<file path="src/rtl/sa_tile_sched_if.sv">
// sa_tile_sched_if
//   Job handshake and systolic-array control bundle for sa_tile_sched.
//   slave modport  : the scheduler side (drives O_*, samples I_*).
//   master modport : the job source / SA wrapper / accumulator side.
//
//   I_JOB_VLD       job request valid
//   O_JOB_RDY       scheduler ready for a job (IDLE only)
//   I_JOB_KT        number of K-tiles in the job minus 1
//   O_SA_SYNC_RSTN  synchronous clear to the SA wrapper, active-low
//   O_SA_START      one-cycle start pulse to the SA wrapper
//   O_K_IDX         current K-tile index (selects X/W slice)
//   I_SA_OUT_VLD    SA wrapper output-valid level
//   O_ACC_EN        one-cycle accumulator capture pulse
//   O_ACC_FIRST     with O_ACC_EN: overwrite instead of add (tile 0)
//   O_DONE          one-cycle job-complete pulse
//   O_BUSY          scheduler is not IDLE
//   O_TIMEOUT       sticky WAIT timeout flag
interface sa_tile_sched_if #(
    parameter int KT_W = 3
);
    logic            I_JOB_VLD;
    logic            O_JOB_RDY;
    logic [KT_W-1:0] I_JOB_KT;
    logic            O_SA_SYNC_RSTN;
    logic            O_SA_START;
    logic [KT_W-1:0] O_K_IDX;
    logic            I_SA_OUT_VLD;
    logic            O_ACC_EN;
    logic            O_ACC_FIRST;
    logic            O_DONE;
    logic            O_BUSY;
    logic            O_TIMEOUT;

    modport slave (
        input  I_JOB_VLD, I_JOB_KT, I_SA_OUT_VLD,
        output O_JOB_RDY, O_SA_SYNC_RSTN, O_SA_START, O_K_IDX,
               O_ACC_EN, O_ACC_FIRST, O_DONE, O_BUSY, O_TIMEOUT
    );

    modport master (
        output I_JOB_VLD, I_JOB_KT, I_SA_OUT_VLD,
        input  O_JOB_RDY, O_SA_SYNC_RSTN, O_SA_START, O_K_IDX,
               O_ACC_EN, O_ACC_FIRST, O_DONE, O_BUSY, O_TIMEOUT
    );
endinterface

</file>
<file path="src/rtl/sa_tile_sched.sv">
// sa_tile_sched
//   Sequences one matrix job over up to KT_MAX K-tiles of a systolic array.
//   For every tile: clear the SA (CLR), start it (START), wait for a rising
//   edge of the SA output-valid (WAIT), then pulse the accumulator (ACC).
//   After the last tile a one-cycle DONE pulse is issued.
//
//   Parameters : KT_MAX (max tiles per job), KT_W (tile index width),
//                TO_CYC (WAIT timeout in cycles, timeout build only).
//   Ports      : I_CLK       rising-edge clock
//                I_ASYN_RST  asynchronous active-high reset
//                bus         sa_tile_sched_if.slave (job handshake, SA
//                            control, accumulator control, status)
//   Build option: define SA_SCHED_TIMEOUT_EN to add the WAIT timeout
//                counter and sticky O_TIMEOUT flag; otherwise O_TIMEOUT
//                is tied low and WAIT waits indefinitely.
module sa_tile_sched #(
    parameter int KT_MAX = 8,
    parameter int KT_W   = 3,
    parameter int TO_CYC = 1023
) (
    input  logic           I_CLK,
    input  logic           I_ASYN_RST,
    sa_tile_sched_if.slave bus
);

    typedef enum logic [2:0] {
        S_IDLE  = 3'd0,
        S_CLR   = 3'd1,
        S_START = 3'd2,
        S_WAIT  = 3'd3,
        S_ACC   = 3'd4,
        S_DONE  = 3'd5
    } state_t;

    localparam logic [KT_W-1:0] KT_LAST = KT_W'(KT_MAX - 1);

    state_t          state;
    state_t          state_nxt;
    logic [KT_W-1:0] k_q;
    logic [KT_W-1:0] kt_q;
    logic            vld_prev;
    logic            vld_rise;
    logic            to_hit;
    logic            accept;

    logic            job_rdy;
    logic            sa_rstn;
    logic            sa_start;
    logic            acc_en;
    logic            acc_first;
    logic            done;
    logic            busy;

    function automatic logic [KT_W-1:0] clamp_kt(input logic [KT_W-1:0] kt);
        return (kt > KT_LAST) ? KT_LAST : kt;
    endfunction

    // A high valid level carried into WAIT is not an edge: the history
    // register is cleared in CLR and reloaded from START onwards.
    assign vld_rise = bus.I_SA_OUT_VLD & ~vld_prev;
    assign accept   = (state == S_IDLE) & bus.I_JOB_VLD;

    always_ff @(posedge I_CLK or posedge I_ASYN_RST) begin
        if (I_ASYN_RST) begin
            state <= S_IDLE;
        end else begin
            state <= state_nxt;
        end
    end

    always_ff @(posedge I_CLK or posedge I_ASYN_RST) begin
        if (I_ASYN_RST) begin
            k_q      <= '0;
            kt_q     <= '0;
            vld_prev <= 1'b0;
        end else begin
            if (accept) begin
                kt_q <= clamp_kt(bus.I_JOB_KT);
                k_q  <= '0;
            end else if ((state == S_ACC) && (k_q != kt_q)) begin
                k_q <= k_q + 1'b1;
            end
            vld_prev <= (state == S_CLR) ? 1'b0 : bus.I_SA_OUT_VLD;
        end
    end

`ifdef SA_SCHED_TIMEOUT_EN
    localparam int TO_W = (TO_CYC > 1) ? $clog2(TO_CYC) : 1;
    localparam logic [TO_W-1:0] TO_LAST = TO_W'(TO_CYC - 1);

    logic [TO_W-1:0] wait_cnt;
    logic            timeout_q;

    // wait_cnt holds the number of WAIT cycles already spent; the last
    // allowed WAIT cycle is the one where it equals TO_CYC-1.
    assign to_hit = (wait_cnt == TO_LAST);

    always_ff @(posedge I_CLK or posedge I_ASYN_RST) begin
        if (I_ASYN_RST) begin
            wait_cnt  <= '0;
            timeout_q <= 1'b0;
        end else begin
            if (state == S_START) begin
                wait_cnt <= '0;
            end else if (state == S_WAIT) begin
                wait_cnt <= wait_cnt + 1'b1;
            end
            if (accept) begin
                timeout_q <= 1'b0;
            end else if ((state == S_WAIT) && !vld_rise && to_hit) begin
                timeout_q <= 1'b1;
            end
        end
    end

    assign bus.O_TIMEOUT = timeout_q;
`else
    logic to_cyc_unused;
    assign to_cyc_unused = (TO_CYC == 0);
    assign to_hit        = 1'b0;
    assign bus.O_TIMEOUT = 1'b0;
`endif

    always_comb begin
        state_nxt = state;
        job_rdy   = 1'b0;
        sa_rstn   = 1'b1;
        sa_start  = 1'b0;
        acc_en    = 1'b0;
        acc_first = 1'b0;
        done      = 1'b0;
        busy      = 1'b1;
        case (state)
            S_IDLE: begin
                job_rdy = 1'b1;
                busy    = 1'b0;
                if (bus.I_JOB_VLD) begin
                    state_nxt = S_CLR;
                end
            end
            S_CLR: begin
                sa_rstn   = 1'b0;
                state_nxt = S_START;
            end
            S_START: begin
                sa_start  = 1'b1;
                state_nxt = S_WAIT;
            end
            S_WAIT: begin
                // A valid edge wins over a coincident timeout.
                if (vld_rise) begin
                    state_nxt = S_ACC;
                end else if (to_hit) begin
                    state_nxt = S_DONE;
                end
            end
            S_ACC: begin
                acc_en    = 1'b1;
                acc_first = (k_q == '0);
                state_nxt = (k_q == kt_q) ? S_DONE : S_CLR;
            end
            S_DONE: begin
                done      = 1'b1;
                state_nxt = S_IDLE;
            end
            default: begin
                state_nxt = S_IDLE;
            end
        endcase
    end

    assign bus.O_JOB_RDY      = job_rdy;
    assign bus.O_SA_SYNC_RSTN = sa_rstn;
    assign bus.O_SA_START     = sa_start;
    assign bus.O_K_IDX        = k_q;
    assign bus.O_ACC_EN       = acc_en;
    assign bus.O_ACC_FIRST    = acc_first;
    assign bus.O_DONE         = done;
    assign bus.O_BUSY         = busy;

endmodule
</file>
<file path="src/flat_wrapper.sv">
// flat-port wrapper written by rule: the top's interface ports become plain ports
module sa_tile_sched_flat 
#(
    parameter int KT_MAX = 8,
    parameter int KT_W   = 3,
    parameter int TO_CYC = 1023
)
  (I_CLK, I_ASYN_RST, bus_I_JOB_VLD, bus_I_JOB_KT, bus_I_SA_OUT_VLD, bus_O_JOB_RDY, bus_O_SA_SYNC_RSTN, bus_O_SA_START, bus_O_K_IDX, bus_O_ACC_EN, bus_O_ACC_FIRST, bus_O_DONE, bus_O_BUSY, bus_O_TIMEOUT);
  sa_tile_sched_if #(.KT_W(KT_W)) bus_i ();
  input  logic I_CLK;
  input  logic I_ASYN_RST;
  input wire logic [$bits(bus_i.I_JOB_VLD)-1:0] bus_I_JOB_VLD;
  input wire logic [$bits(bus_i.I_JOB_KT)-1:0] bus_I_JOB_KT;
  input wire logic [$bits(bus_i.I_SA_OUT_VLD)-1:0] bus_I_SA_OUT_VLD;
  output wire logic [$bits(bus_i.O_JOB_RDY)-1:0] bus_O_JOB_RDY;
  output wire logic [$bits(bus_i.O_SA_SYNC_RSTN)-1:0] bus_O_SA_SYNC_RSTN;
  output wire logic [$bits(bus_i.O_SA_START)-1:0] bus_O_SA_START;
  output wire logic [$bits(bus_i.O_K_IDX)-1:0] bus_O_K_IDX;
  output wire logic [$bits(bus_i.O_ACC_EN)-1:0] bus_O_ACC_EN;
  output wire logic [$bits(bus_i.O_ACC_FIRST)-1:0] bus_O_ACC_FIRST;
  output wire logic [$bits(bus_i.O_DONE)-1:0] bus_O_DONE;
  output wire logic [$bits(bus_i.O_BUSY)-1:0] bus_O_BUSY;
  output wire logic [$bits(bus_i.O_TIMEOUT)-1:0] bus_O_TIMEOUT;
  assign bus_i.I_JOB_VLD = bus_I_JOB_VLD;
  assign bus_i.I_JOB_KT = bus_I_JOB_KT;
  assign bus_i.I_SA_OUT_VLD = bus_I_SA_OUT_VLD;
  assign bus_O_JOB_RDY = bus_i.O_JOB_RDY;
  assign bus_O_SA_SYNC_RSTN = bus_i.O_SA_SYNC_RSTN;
  assign bus_O_SA_START = bus_i.O_SA_START;
  assign bus_O_K_IDX = bus_i.O_K_IDX;
  assign bus_O_ACC_EN = bus_i.O_ACC_EN;
  assign bus_O_ACC_FIRST = bus_i.O_ACC_FIRST;
  assign bus_O_DONE = bus_i.O_DONE;
  assign bus_O_BUSY = bus_i.O_BUSY;
  assign bus_O_TIMEOUT = bus_i.O_TIMEOUT;
  sa_tile_sched #(.KT_MAX(KT_MAX), .KT_W(KT_W), .TO_CYC(TO_CYC)) u_core (.I_CLK(I_CLK), .I_ASYN_RST(I_ASYN_RST), .bus(bus_i));
endmodule
</file>
<file path="config.mk">
export PLATFORM = sky130hd
export DESIGN_NAME = sa_tile_sched_flat
export DESIGN_NICKNAME = d
export VERILOG_FILES = /design/src/rtl/sa_tile_sched_if.sv /design/src/rtl/sa_tile_sched.sv /design/src/flat_wrapper.sv
export SDC_FILE = /design/constraint.sdc
export NUM_CORES = 1
export LEC_CHECK = 0
export CAP_MARGIN = 20
export CORE_MARGIN = 3
export CORE_UTILIZATION = 44
export DETAILED_ROUTE_END_ITERATION = 16
export PLACE_DENSITY = 0.76
export SKIP_LAST_GASP = 1
export SYNTH_ARGS = -nofsm -noshare
export SYNTH_HDL_FRONTEND = slang
export SYNTH_SLANG_ARGS = --single-unit
</file>
<file path="constraint.sdc">
create_clock -name I_CLK -period 2.15 [get_ports I_CLK]
set_input_delay 0.215 -clock I_CLK [delete_from_list [all_inputs] [get_ports I_CLK]]
set_output_delay 0.215 -clock I_CLK [all_outputs]
set_load 0.05 [all_outputs]
</file>
==> impl_results.rst <==
.. list-table::
   :header-rows: 1

   * - Metric
     - Value
   * - Number of instances in the synthesized netlist
     - 54
   * - Overall fraction of global-route tracks in use
     - 12.3%
   * - Effective utilization at floorplan
     - 50.1%
   * - Height of the die
     - 42.8 um
   * - Fraction of the mapped netlist area in compound gates
     - 6.53%
   * - Count of non-filler cells in the finished layout
     - 84
   * - Status
     - completed
   * - Fraction of synthesized cell area in xor and xnor cells
     - 4.42%
   * - Diodes inserted
     - 0
   * - Final Hold Viols
     - 0
   * - Worst-margin pin slew
     - 0.498 ns
   * - Post-Synth Adder-Cell Area
     - 4.21%
   * - Area grow syn2layout
     - 29.5%
   * - Clock buffer count from CTS
     - 3
   * - Dpl cell area
     - 731 um^2
   * - Total Wirelength
     - 963 um
   * - Maximum operating frequency
     - 486 MHz
   * - Clock transition time at the flip-flop clock pins of the worst setup and hold paths
     - 0.07 ns
   * - Number of antenna violations at the first check in global routing
     - 0
   * - Overall power after layout
     - 1.16 mW
   * - Share of layout cells above drive strength 1
     - 18.6%
   * - Boundary pin count
     - 18
   * - Basic-gate share of the synthesized area counting and, or, nand and nor cells
     - 18.3%
   * - Worst skew pair latency
     - 0.26 ns
   * - Category of the worst setup path capture point
     - primary output
   * - Remaining global-route overflow
     - 0
   * - Worst slew margin relative to its limit
     - 66.8%
   * - Crit-path max FO
     - 8
   * - Die ar.
     - 1830 um^2
   * - VDD IR-drop max
     - 0.000683 V
   * - Total via count in the routed design
     - 414
   * - Average size of a mapped cell
     - 11.0 um^2
   * - Number of nets still failing antenna checks after routing
     - 0
   * - Total Nets Final
     - 80
   * - Share of the yosys chip area belonging to registers
     - 42.1%
   * - Average via count per standard cell
     - 4.93
   * - Placeable Area
     - 1190 um^2
   * - Minimum hold slack
     - 0.219 ns
   * - Synth Cell Area
     - 594 um^2
   * - Met2 global-route usage
     - 18.0%
   * - Final standard cell utilization of the core
     - 64.9%
   * - Critical setup path kind
     - reg -> out
   * - Leak
     - 0.388 nW
   * - DP Cell Count
     - 80
   * - Req. time, crit path
     - 1.93 ns
   * - DR iter-0 viols
     - 4
   * - CP Launch Type
     - flip-flop
   * - Number of cell instances on the worst register-to-register path
     - 2
   * - Min cycle time layout
     - 2.06 ns
   * - Number of optimization iterations in the first detailed-route pass
     - 2
   * - Number of standard-cell rows in the floorplan
     - 12
   * - Total of max-cap violations
     - 0
   * - Endpoint of the most critical register-to-register path
     - u_core.kt_q[2]
   * - Unrepaired setup endpoints after global routing
     - false
   * - M3 GR Usage
     - 5.08%
   * - Synthesized flop and latch total
     - 10
   * - Maximum number of pins on one net before global-route repair
     - 12
   * - First-pass GRT wire length
     - 1.69 mm
   * - WL/cell
     - 11.5 um
   * - Ys Warns
     - 0
   * - Multiplexer fraction of the synthesized cell area
     - 14.3%
   * - Via count of the first global-routing pass
     - 394
   * - Final sum of negative setup slack
     - 0 ns
   * - Setup-violating endpoint count in the final report
     - 0
   * - RePlAce Congestion
     - 0.713
   * - Num Clock Sinks
     - 10
   * - Global-route met1 utilization
     - 16.5%
   * - Final period utilization
     - 95.8%
   * - Maximum number of buffers from clock root to sink
     - 2
   * - Largest family of logic cells by synthesized area
     - simple AND/OR/NAND/NOR gates
   * - Htree depth
     - 1
   * - Crit path DAT
     - 1.84 ns
   * - Buffers on Ports
     - 16
   * - Ratio of total power to cell area
     - 1510 nW/um^2
   * - Clock root buffer
     - sky130_fd_sc_hd__clkbuf_4
   * - Min-Delay Path Class
     - in -> async
   * - Number of DRC violations after detailed routing
     - 0
   * - CTS hold repair buffers
     - 0
   * - TritonCTS clock tree
     - yes
   * - Worst setup slack before clock tree synthesis
     - 0.332 ns
   * - Detailed placer's ending HPWL
     - 727 um
   * - Setup slack of the critical path after layout
     - 0.0904 ns
   * - Die boundary width
     - 42.8 um
   * - Flop-to-flop setup slack
     - 0.61 ns
   * - Max-slew violation total from the final report
     - 0
   * - Synth cell types
     - 27
   * - Final setup skew
     - 0.00433 ns
   * - GRT busiest layer
     - met2
   * - Layout Cell Area excl Fill
     - 769 um^2
   * - FF-to-FF Start
     - u_core.state[0]
   * - Synthesized netlist net count
     - 63
## placed cells by master, fill, tap and decap left out, types with 2 or more instances in the layout
cell type	instances
sky130_fd_sc_hd__clkdlybuf4s50_1	12
sky130_fd_sc_hd__dfrtp_1	10
sky130_fd_sc_hd__inv_1	6
sky130_fd_sc_hd__mux2i_1	4
sky130_fd_sc_hd__mux2_4	3
sky130_fd_sc_hd__nand2_1	3
sky130_fd_sc_hd__xor2_1	3
sky130_fd_sc_hd__clkbuf_4	3
sky130_fd_sc_hd__buf_4	3
sky130_fd_sc_hd__nor3_1	2
sky130_fd_sc_hd__and3b_1	2
sky130_fd_sc_hd__ha_1	2
## cell families after synthesis
kind of cell    Yosys count
compound gates            5
xor+xnor                  3
fa+ha+maj                 2
buf+inv                  10
flops                    10
mux                       7
other cells               1
simple gates             16
## power by group
| part | internal [mW] | total [mW] | switching (mW) |
|---|---|---|---|
| registers | 0.268 | 0.381 | 0.113 |
| clock network | 0.103 | 0.168 | 0.0653 |
| logic | 0.251 | 0.610 | 0.360 |
## area by class of cell
class	count	area (um^2)
timing repair buffer	16	155
sequential	10	250
tap	14	17.5
multi-input combinational	34	288
clock buffer	4	36.3
inverter	6	22.5
fill	107	417
## synth_stat cells
master | instances | area share, %
sky130_fd_sc_hd__nor3_1 | 2 | 1.7
sky130_fd_sc_hd__inv_1 | 6 | 3.8
sky130_fd_sc_hd__o2bb2ai_1 | 1 | 1.5
sky130_fd_sc_hd__clkbuf_1 | 1 | 0.63
sky130_fd_sc_hd__nand3b_1 | 1 | 1.3
sky130_fd_sc_hd__ha_1 | 2 | 4.2
sky130_fd_sc_hd__o21ai_0 | 1 | 0.84
sky130_fd_sc_hd__or3_1 | 1 | 1.1
sky130_fd_sc_hd__a221oi_1 | 1 | 1.5
sky130_fd_sc_hd__nand2b_1 | 1 | 1.1
sky130_fd_sc_hd__or4b_4 | 1 | 2.3
sky130_fd_sc_hd__and2_1 | 1 | 1.1
sky130_fd_sc_hd__dfrtp_1 | 10 | 42
sky130_fd_sc_hd__mux2_4 | 3 | 7.6
sky130_fd_sc_hd__nor3b_2 | 1 | 2.1
sky130_fd_sc_hd__mux2i_1 | 4 | 6.7
sky130_fd_sc_hd__o31ai_1 | 1 | 1.3
sky130_fd_sc_hd__conb_1 | 1 | 0.63
sky130_fd_sc_hd__nor3b_1 | 1 | 1.3
sky130_fd_sc_hd__buf_6 | 2 | 3.8
sky130_fd_sc_hd__o311ai_0 | 1 | 1.5
sky130_fd_sc_hd__or2_2 | 1 | 1.1
sky130_fd_sc_hd__nand2_1 | 3 | 1.9
sky130_fd_sc_hd__and3b_1 | 2 | 2.9
sky130_fd_sc_hd__nor2_1 | 1 | 0.63
sky130_fd_sc_hd__xor2_1 | 3 | 4.4
sky130_fd_sc_hd__buf_4 | 1 | 1.3
## worst max path at each step
stage	startpoint	to	slack [ns]
final	u_core.state[0]	bus_O_BUSY	0.09
after global routing	u_core.state[1]	bus_O_SA_START	0.008
after CTS	u_core.state[2]	bus_O_SA_SYNC_RSTN	0.03
after detailed placement	u_core.state[2]	bus_O_SA_SYNC_RSTN	0.33
after global placement	u_core.state[2]	bus_O_SA_SYNC_RSTN	0.34
after floorplan	u_core.state[1]	bus_O_ACC_FIRST	0.06
## timing repair
item,CTS,global route
resized for setup,0,1
buffers inserted,0,0
hold endpoints to repair,0,0
endpoints found under the setup margin,0,1
## sequential cells by signal, indices dropped and copies added (netlist names)
register,cells
u_core.state,3
u_core.kt_q,3
u_core.vld_prev,1
u_core.bus.O_K_IDX,3
## worst max-delay path, stage by stage (launching register included)
cell	delay, ns
sky130_fd_sc_hd__dfrtp_1	0.48
sky130_fd_sc_hd__or3_1	0.40
sky130_fd_sc_hd__clkdlybuf4s50_1	0.71
## metal layers
metal  routed length, um  up-vias
li1                    -      215
met1                 467      187
met2                 437       12
met3                  58        0
met4                   0        0
met5                   0        -
Note: power is estimated with default switching activity, not from simulation.
